===== src/rtl/pin_verify_lockout.sv =====
// PIN-check state machine for the keypad lock: compares strobed BCD entries,
// counts consecutive failures into a timed lockout, and hands new PINs out in ADJUST.
module pin_verify_lockout #(
    parameter int DIGITS        = 4,
    parameter int MAX_TRIES     = 3,
    parameter int LOCKOUT_TICKS = 2500,
    parameter int ADJ_TICKS     = 5000,
    parameter int OPEN_TICKS    = 0,
    localparam int W            = 4 * DIGITS,
    localparam int FCW          = $clog2(MAX_TRIES + 1)
) (
    input  logic           clk_500Hz,
    input  logic           rst_n,
    input  logic [W-1:0]   stored_pin,
    input  logic [W-1:0]   user_pin,
    input  logic           valid_pin,
    input  logic           adj_sw,
    input  logic           lock_req,
    output logic [1:0]     status,
    output logic [FCW-1:0] fail_cnt,
    output logic           store_en,
    output logic [W-1:0]   new_pin,
    output logic           err_pulse
);

    localparam int LTW = (LOCKOUT_TICKS > 1) ? $clog2(LOCKOUT_TICKS) : 1;
    localparam int ATW = (ADJ_TICKS > 1) ? $clog2(ADJ_TICKS) : 1;
    localparam int OTW = (OPEN_TICKS > 1) ? $clog2(OPEN_TICKS) : 1;
    localparam int OPEN_LOAD = (OPEN_TICKS > 0) ? OPEN_TICKS - 1 : 0;

    localparam logic [LTW-1:0] LOCK_LD = LTW'(LOCKOUT_TICKS - 1);
    localparam logic [ATW-1:0] ADJ_LD  = ATW'(ADJ_TICKS - 1);
    localparam logic [OTW-1:0] OPEN_LD = OTW'(OPEN_LOAD);
    localparam logic [FCW-1:0] FC_MAX  = FCW'(MAX_TRIES);

    typedef enum logic [1:0] {
        ST_LOCKED  = 2'd0,
        ST_OPEN    = 2'd1,
        ST_ADJUST  = 2'd2,
        ST_LOCKOUT = 2'd3
    } state_t;

    state_t         state, state_nxt;
    logic [FCW-1:0] fail_nxt;
    logic [LTW-1:0] lock_tmr, lock_tmr_nxt;
    logic [ATW-1:0] adj_tmr, adj_tmr_nxt;
    logic [OTW-1:0] open_tmr, open_tmr_nxt;
    logic           store_nxt, err_nxt;
    logic [W-1:0]   new_pin_nxt;
    logic           pin_legal, pin_match;

    // A PIN is legal only if every nibble is a BCD digit.
    always_comb begin
        pin_legal = 1'b1;
        for (int i = 0; i < DIGITS; i++) begin
            if (user_pin[4*i +: 4] > 4'd9) pin_legal = 1'b0;
        end
    end

    assign pin_match = pin_legal && (user_pin == stored_pin);

    always_ff @(posedge clk_500Hz or negedge rst_n) begin
        if (!rst_n) begin
            state     <= ST_LOCKED;
            fail_cnt  <= '0;
            lock_tmr  <= '0;
            adj_tmr   <= '0;
            open_tmr  <= '0;
            store_en  <= 1'b0;
            new_pin   <= '0;
            err_pulse <= 1'b0;
        end else begin
            state     <= state_nxt;
            fail_cnt  <= fail_nxt;
            lock_tmr  <= lock_tmr_nxt;
            adj_tmr   <= adj_tmr_nxt;
            open_tmr  <= open_tmr_nxt;
            store_en  <= store_nxt;
            new_pin   <= new_pin_nxt;
            err_pulse <= err_nxt;
        end
    end

    always_comb begin
        state_nxt    = state;
        fail_nxt     = fail_cnt;
        lock_tmr_nxt = lock_tmr;
        adj_tmr_nxt  = adj_tmr;
        open_tmr_nxt = open_tmr;
        case (state)
            ST_LOCKED: begin
                if (valid_pin) begin
                    if (pin_match) begin
                        state_nxt    = ST_OPEN;
                        fail_nxt     = '0;
                        open_tmr_nxt = OPEN_LD;
                    end else begin
                        if (fail_cnt != FC_MAX) fail_nxt = fail_cnt + 1'b1;
                        if (fail_nxt == FC_MAX) begin
                            state_nxt    = ST_LOCKOUT;
                            lock_tmr_nxt = LOCK_LD;
                        end
                    end
                end
            end
            ST_LOCKOUT: begin
                if (lock_tmr == '0) begin
                    state_nxt = ST_LOCKED;
                    fail_nxt  = '0;
                end else begin
                    lock_tmr_nxt = lock_tmr - 1'b1;
                end
            end
            ST_OPEN: begin
                if (lock_req) begin
                    state_nxt = ST_LOCKED;
                end else if (adj_sw) begin
                    state_nxt   = ST_ADJUST;
                    adj_tmr_nxt = ADJ_LD;
                end else if (OPEN_TICKS > 0) begin
                    if (open_tmr == '0) state_nxt = ST_LOCKED;
                    else                open_tmr_nxt = open_tmr - 1'b1;
                end
            end
            ST_ADJUST: begin
                // An entry in the same cycle as adj_sw falling still stores.
                if (valid_pin) begin
                    if (pin_legal) state_nxt   = ST_LOCKED;
                    else           adj_tmr_nxt = ADJ_LD;
                end else if (!adj_sw) begin
                    state_nxt    = ST_OPEN;
                    open_tmr_nxt = OPEN_LD;
                end else if (adj_tmr == '0) begin
                    state_nxt = ST_LOCKED;
                end else begin
                    adj_tmr_nxt = adj_tmr - 1'b1;
                end
            end
            default: state_nxt = ST_LOCKED;
        endcase
    end

    always_comb begin
        store_nxt   = (state == ST_ADJUST) && valid_pin && pin_legal;
        new_pin_nxt = store_nxt ? user_pin : new_pin;
        err_nxt     = valid_pin &&
                      (((state == ST_LOCKED) && !pin_match) ||
                       ((state == ST_ADJUST) && !pin_legal));
    end

    assign status = state;

endmodule


===== config.mk =====
export PLATFORM = sky130hd
export DESIGN_NAME = pin_verify_lockout
export DESIGN_NICKNAME = d
export VERILOG_FILES = /design/src/rtl/pin_verify_lockout.sv
export SDC_FILE = /design/constraint.sdc
export NUM_CORES = 1
export LEC_CHECK = 0
export CAP_MARGIN = 0
export CORE_MARGIN = 1
export CORE_UTILIZATION = 25
export CTS_CLUSTER_DIAMETER = 50
export DETAILED_ROUTE_END_ITERATION = 12
export GPL_ROUTABILITY_DRIVEN = 0
export SKIP_CTS_REPAIR_TIMING = 1
export SLEW_MARGIN = 20
export SYNTH_ARGS = -nofsm -noshare
export SYNTH_HDL_FRONTEND = slang
export SYNTH_SLANG_ARGS = --single-unit

===== constraint.sdc =====
create_clock -name clk_500Hz -period 3.3 [get_ports clk_500Hz]
set_input_delay 0.495 -clock clk_500Hz [delete_from_list [all_inputs] [get_ports clk_500Hz]]
set_output_delay 0.495 -clock clk_500Hz [all_outputs]
set_load 0.03 [all_outputs]

; ---- After elaboration in Yosys (flattened, before gate mapping)
; Cells that the tools add are included.
[totals]
ff_bits = 47
out_inout_bits = 22
elab_cells = 86
[classes]
add_sub_neg = 3
order_cmp = 4
n_eq_ne = 20
n_mux = 34
n_reduce_logical = 18
[ops]
columns = operator, count
row1 = $mux W13, 6
row2 = $mux W12, 4
row3 = $mux W2, 16
row4 = $pmux W13 S2, 1
row5 = $pmux W12 S2, 1
row6 = $ne A3 B3 Y1 const B, 6
row7 = $eq A16 B16 Y1, 1
row8 = $gt A4 B4 Y1 const B, 4
row9 = $ne A2 B2 Y1 const B, 8
row10 = $logic_not A13 Y1, 1
row11 = $sub A13 B1 Y13 const B, 1
row12 = $logic_not A12 Y1, 1
row13 = $reduce_and A6 Y1, 2
row14 = $sub A12 B1 Y12 const B, 1
row15 = $pmux W2 S4, 1
row16 = $eq A2 B2 Y1 const B, 3
row17 = $logic_and A1 B1 Y1, 6
row18 = $reduce_and A5 Y1, 1
row19 = $mux W1, 4
row20 = $ne A4 B4 Y1 const B, 1
row21 = $pmux W2 S2, 1
row22 = $reduce_bool A2 Y1, 2
row23 = $reduce_and A3 Y1, 1
row24 = $add A2 B1 Y2 const B, 1
row25 = other kinds (4), 5

; ---- Longest topological paths before layout
[depth]
ltp_word = 14
ltp_mapped = 8

; ---- Worst setup path after synthesis
; Ideal clock, no wire load.
[synth_timing]
path_kind = reg-to-reg
from = register adj_tmr[0]
to = register state[1] (netlist: status[1])
setup_time_ns = 0.134
arrival_time_ns = 2.173
slack_ns = 0.993
path_stages_with_launch = 9
cell_sequence = dfrtp_1 inv_1 ha_1 or4b_1 or4b_4 o22ai_4 buf_8 o21a_1 a221oi_1
[synth_between]
elab_chain_cells = 3
[synth_lines]
columns = element, line_no
row1 = start: declaration, 46  ; logic [ATW-1:0] adj_tmr, adj_tmr_nxt;
row2 = start signal: assignment, 76  ; adj_tmr <= adj_tmr_nxt;
row3 = $logic_not A13 Y1, 133  ; end else if (adj_tmr == '0) begin
row4 = $ne A4 B4 Y1 (no line), n/a
row5 = $reduce_and A6 Y1 (no line), n/a
row6 = end signal: assignment, 73  ; state <= state_nxt;
row7 = end: declaration, 43  ; state_t state, state_nxt;
; No other way between the ends.
; A chain may end at the register's enable or synchronous reset.

; ---- Final worst setup path
; Same ends and word-level chain as after synthesis.

==> run_results.csv <==
group,metric,value,unit
status,outcome,"finished clean",
routing,drtAntennaViolNets,0,
timing,fin_crit,2.67,ns
global_route,overflow,0,
floorplanning,fp-row-count,36,
synthesis,async_flop_share,100,%
routing,finalWirelength,5890,um
global_route,grt_max_degree,48,
synthesis,synth_top_area_share,46.8,%
synthesis,synth_cells,241,
final_layout,register_area,1180,um2
timing,worst_slew_pin_slew,0.644,ns
routing,viasPerCell,4.63,
synthesis,yosys.area.top_type,"dfrtp_1",
final_layout,final_nets,343,
floorplanning,die_area,10500,um2
routing,wire_per_inst,13.5,um
worst_setup_path,rrSetupSlack,0.63,ns
synthesis,synth_edf_count,0,
power,ir_drop,0.329,mV
cts,clock_latency,0.30,ns
placement,dp_slack,0.386,ns
final_layout,n_antenna_cell,0,
timing,final.setup.worst_slack,0.628,ns
synthesis,ys.flop_type,"dfrtp_1",
placement,io_buffer_count,58,
worst_setup_path,cp_max_fo,28,
worst_setup_path,required,3.46,ns
timing,fmax,374,MHz
worst_setup_path,r2r_start,"adj_tmr[0]",
timing,hold_viol,0,
worst_setup_path,critPathCapture,"status[1]",
floorplanning,start_util,25.7,%
final_layout,final_cell_mix,"57 x clkdlybuf4s50_1, 47 x dfrtp_1, 18 x xor2_1",
final_layout,final_common_cell,"clkdlybuf4s50_1",
floorplanning,fp.dieW,102,um
synthesis,synth_area_leaders,"dfrtp_1 47%, mux2_2 7.2%, xor2_1 6.3%, or3_1 2.5%, xnor2_1 2.4%",
worst_setup_path,crit_path_end_kind,"flop",
synthesis,syn_nets,281,
cts,cts-root-buf,"clkbuf_8",
timing,finalSetupTns,0,ns
floorplanning,design.core.area,9770,um2
placement,hpwlAfterDp,4480,um
global_route,grt_pass1_vias,1919,
global_route,grt_pass1_wl,9550,um
floorplanning,die_h,102,um
cts,clock_path_buffers,2,
final_layout,area_growth,32.4,%
timing,clock_skew,0.00857,ns
cts,h-tree-depth,2,
synthesis,ys_seq_area_share,46.8,%
power,p_per_area,713,nW/um2
worst_setup_path,r2r-end,"status[1]",
global_route,grtUsageTotal,11.7,%
routing,route.detailed.drc,0,
worst_setup_path,path_class,"flop to flop",
job,cap_violations,0,
worst_setup_path,cp.arrival,2.83,ns
routing,dr.first_iter.drc_count,72,
timing,setup_viol,0,
synthesis,ys_ff_latch,47,
routing,dr.pass1.iters,4,
global_route,antenna_found_initial,0,
cts,clock-sinks,47,
worst_setup_path,critPathLaunchType,"flop",
worst_setup_path,critPathLaunch,"adj_tmr[0]",
timing,fin_crit_sh,81.0,%
cts,cts_tree,"yes",
cts,cts_buffers,5,
synthesis,yosysUniqueCellTypes,43,
floorplanning,num_io_pins,59,
final_layout,utilization,34.1,%
final_layout,drive_gt1_share,11.5,%
timing,final_max_slew_viol_count,0,
final_layout,fill_cells,995,
synthesis,ys_warn_count,0,
min_path,worstHoldPathType,"primary input to asynchronous set/reset pin",
routing,vias,2025,
synthesis,syn_area_per_cell,10.4,um2
power,cellLeakagePower,1.26,nW
final_layout,multi_input_area,1260,um2
worst_setup_path,reg2reg_depth,7,
timing,rsz0062_at_grt,"no",
timing,max_slew_margin,57.1,%
cts,clk_pin_slew_worst_paths,0.09,ns
synthesis,synthesis.area,2510,um2
where the power goes:
| part | switching, mW | internal [mW] | total, mW |
|---|---|---|---|
| combinational | 0.641 | 0.500 | 1.14 |
| clock | 0.198 | 0.149 | 0.347 |
| sequential | 0.142 | 0.745 | 0.887 |
| total | 0.980 | 1.39 | 2.37 |
flip-flops by register name, indices dropped and copies added (netlist names):
name and count:
fail_cnt 2, new_pin 16, err_pulse 1, adj_tmr 13, lock_tmr 12, store_en 1, status 2
worst min-delay path by stage:
stage	slack, ns	startpoint	end
after global placement	0.49	new_pin[0]	new_pin[0]
final	0.20	rst_n	store_en
after CTS	0.41	rst_n	lock_tmr[10]
after global routing	0.23	rst_n	store_en
after floorplan	0.20	rst_n	adj_tmr[0]
after detailed placement	0.49	new_pin[6]	new_pin[6]
cell type report:
class	count	share of cell area, %
timing repair buffer	62	18.3
inverter	9	1.02
tap	133	5.00
sequential	47	35.3
multi-input combinational	178	37.7
clock inverter	3	0.564
clock buffer	5	2.07
worst max-delay path: stages (launching register included):
cell,delay (ns)
dfrtp_1,0.42
inv_1,0.13
ha_1,0.16
or4b_1,0.44
or4b_4,0.54
o22ai_4,0.52
o21a_1,0.24
a221oi_1,0.10
layer usage:
| metal | track usage, % | share of wire [%] |
|---|---|---|
| met3 | 3.01 | 2.6 |
| met4 | 2.64 | 0.73 |
| met5 | 0 | 0 |
| met1 | 16.1 | 49 |
| met2 | 18.4 | 48 |
synthesized netlist by cell type (2+ instances only):
cell	instances
mux2_2	16
dfrtp_1	47
or4_2	2
nand4_1	5
nor2_1	13
xor2_1	18
nor4_1	7
o21ai_1	4
o21ai_0	12
nand4b_1	2
a21oi_1	11
nor3_1	3
or3_1	10
nand3b_1	3
o22ai_1	2
xnor2_1	7
nor3b_1	4
o211ai_1	2
o31ai_1	4
inv_1	9
and2_1	7
buf_2	2
clkbuf_1	3
o21a_1	5
nand3_1	8
or4_1	5
nand2_1	11
ha_1	3
a41oi_1	2
per-stage QoR:
| stage | cells | power [mW] | area [um2] | hold WS (ns) |
|---|---|---|---|---|
| 2_1_floorplan | 241 | 1.60 | 2510 | 0.199 |
| 3_3_place_gp | 429 | 2.02 | 3240 | 0.489 |
| 3_5_place_dp | 429 | 2.05 | 3240 | 0.494 |
| 4_1_cts | 437 | 2.41 | 3330 | 0.411 |
| 5_1_grt | 437 | 2.55 | 3330 | 0.231 |
| 6_report | 437 | 2.37 | 3330 | 0.196 |
logic make-up (layout without fill, tap and decap cells):
group	count (synthesis)	count (layout)	synth area share (%)
AOI/OAI and AO/OA	48	48	12.5
DFF	47	47	46.8
buffers and inverters	16	79	3.24
muxes	16	16	7.17
and+or+nand+nor	86	86	20.1
adders and majority gates	3	3	1.49
xor gates and xnor gates	25	25	8.71
No activity file was read; power rests on OpenSTA's default activity.
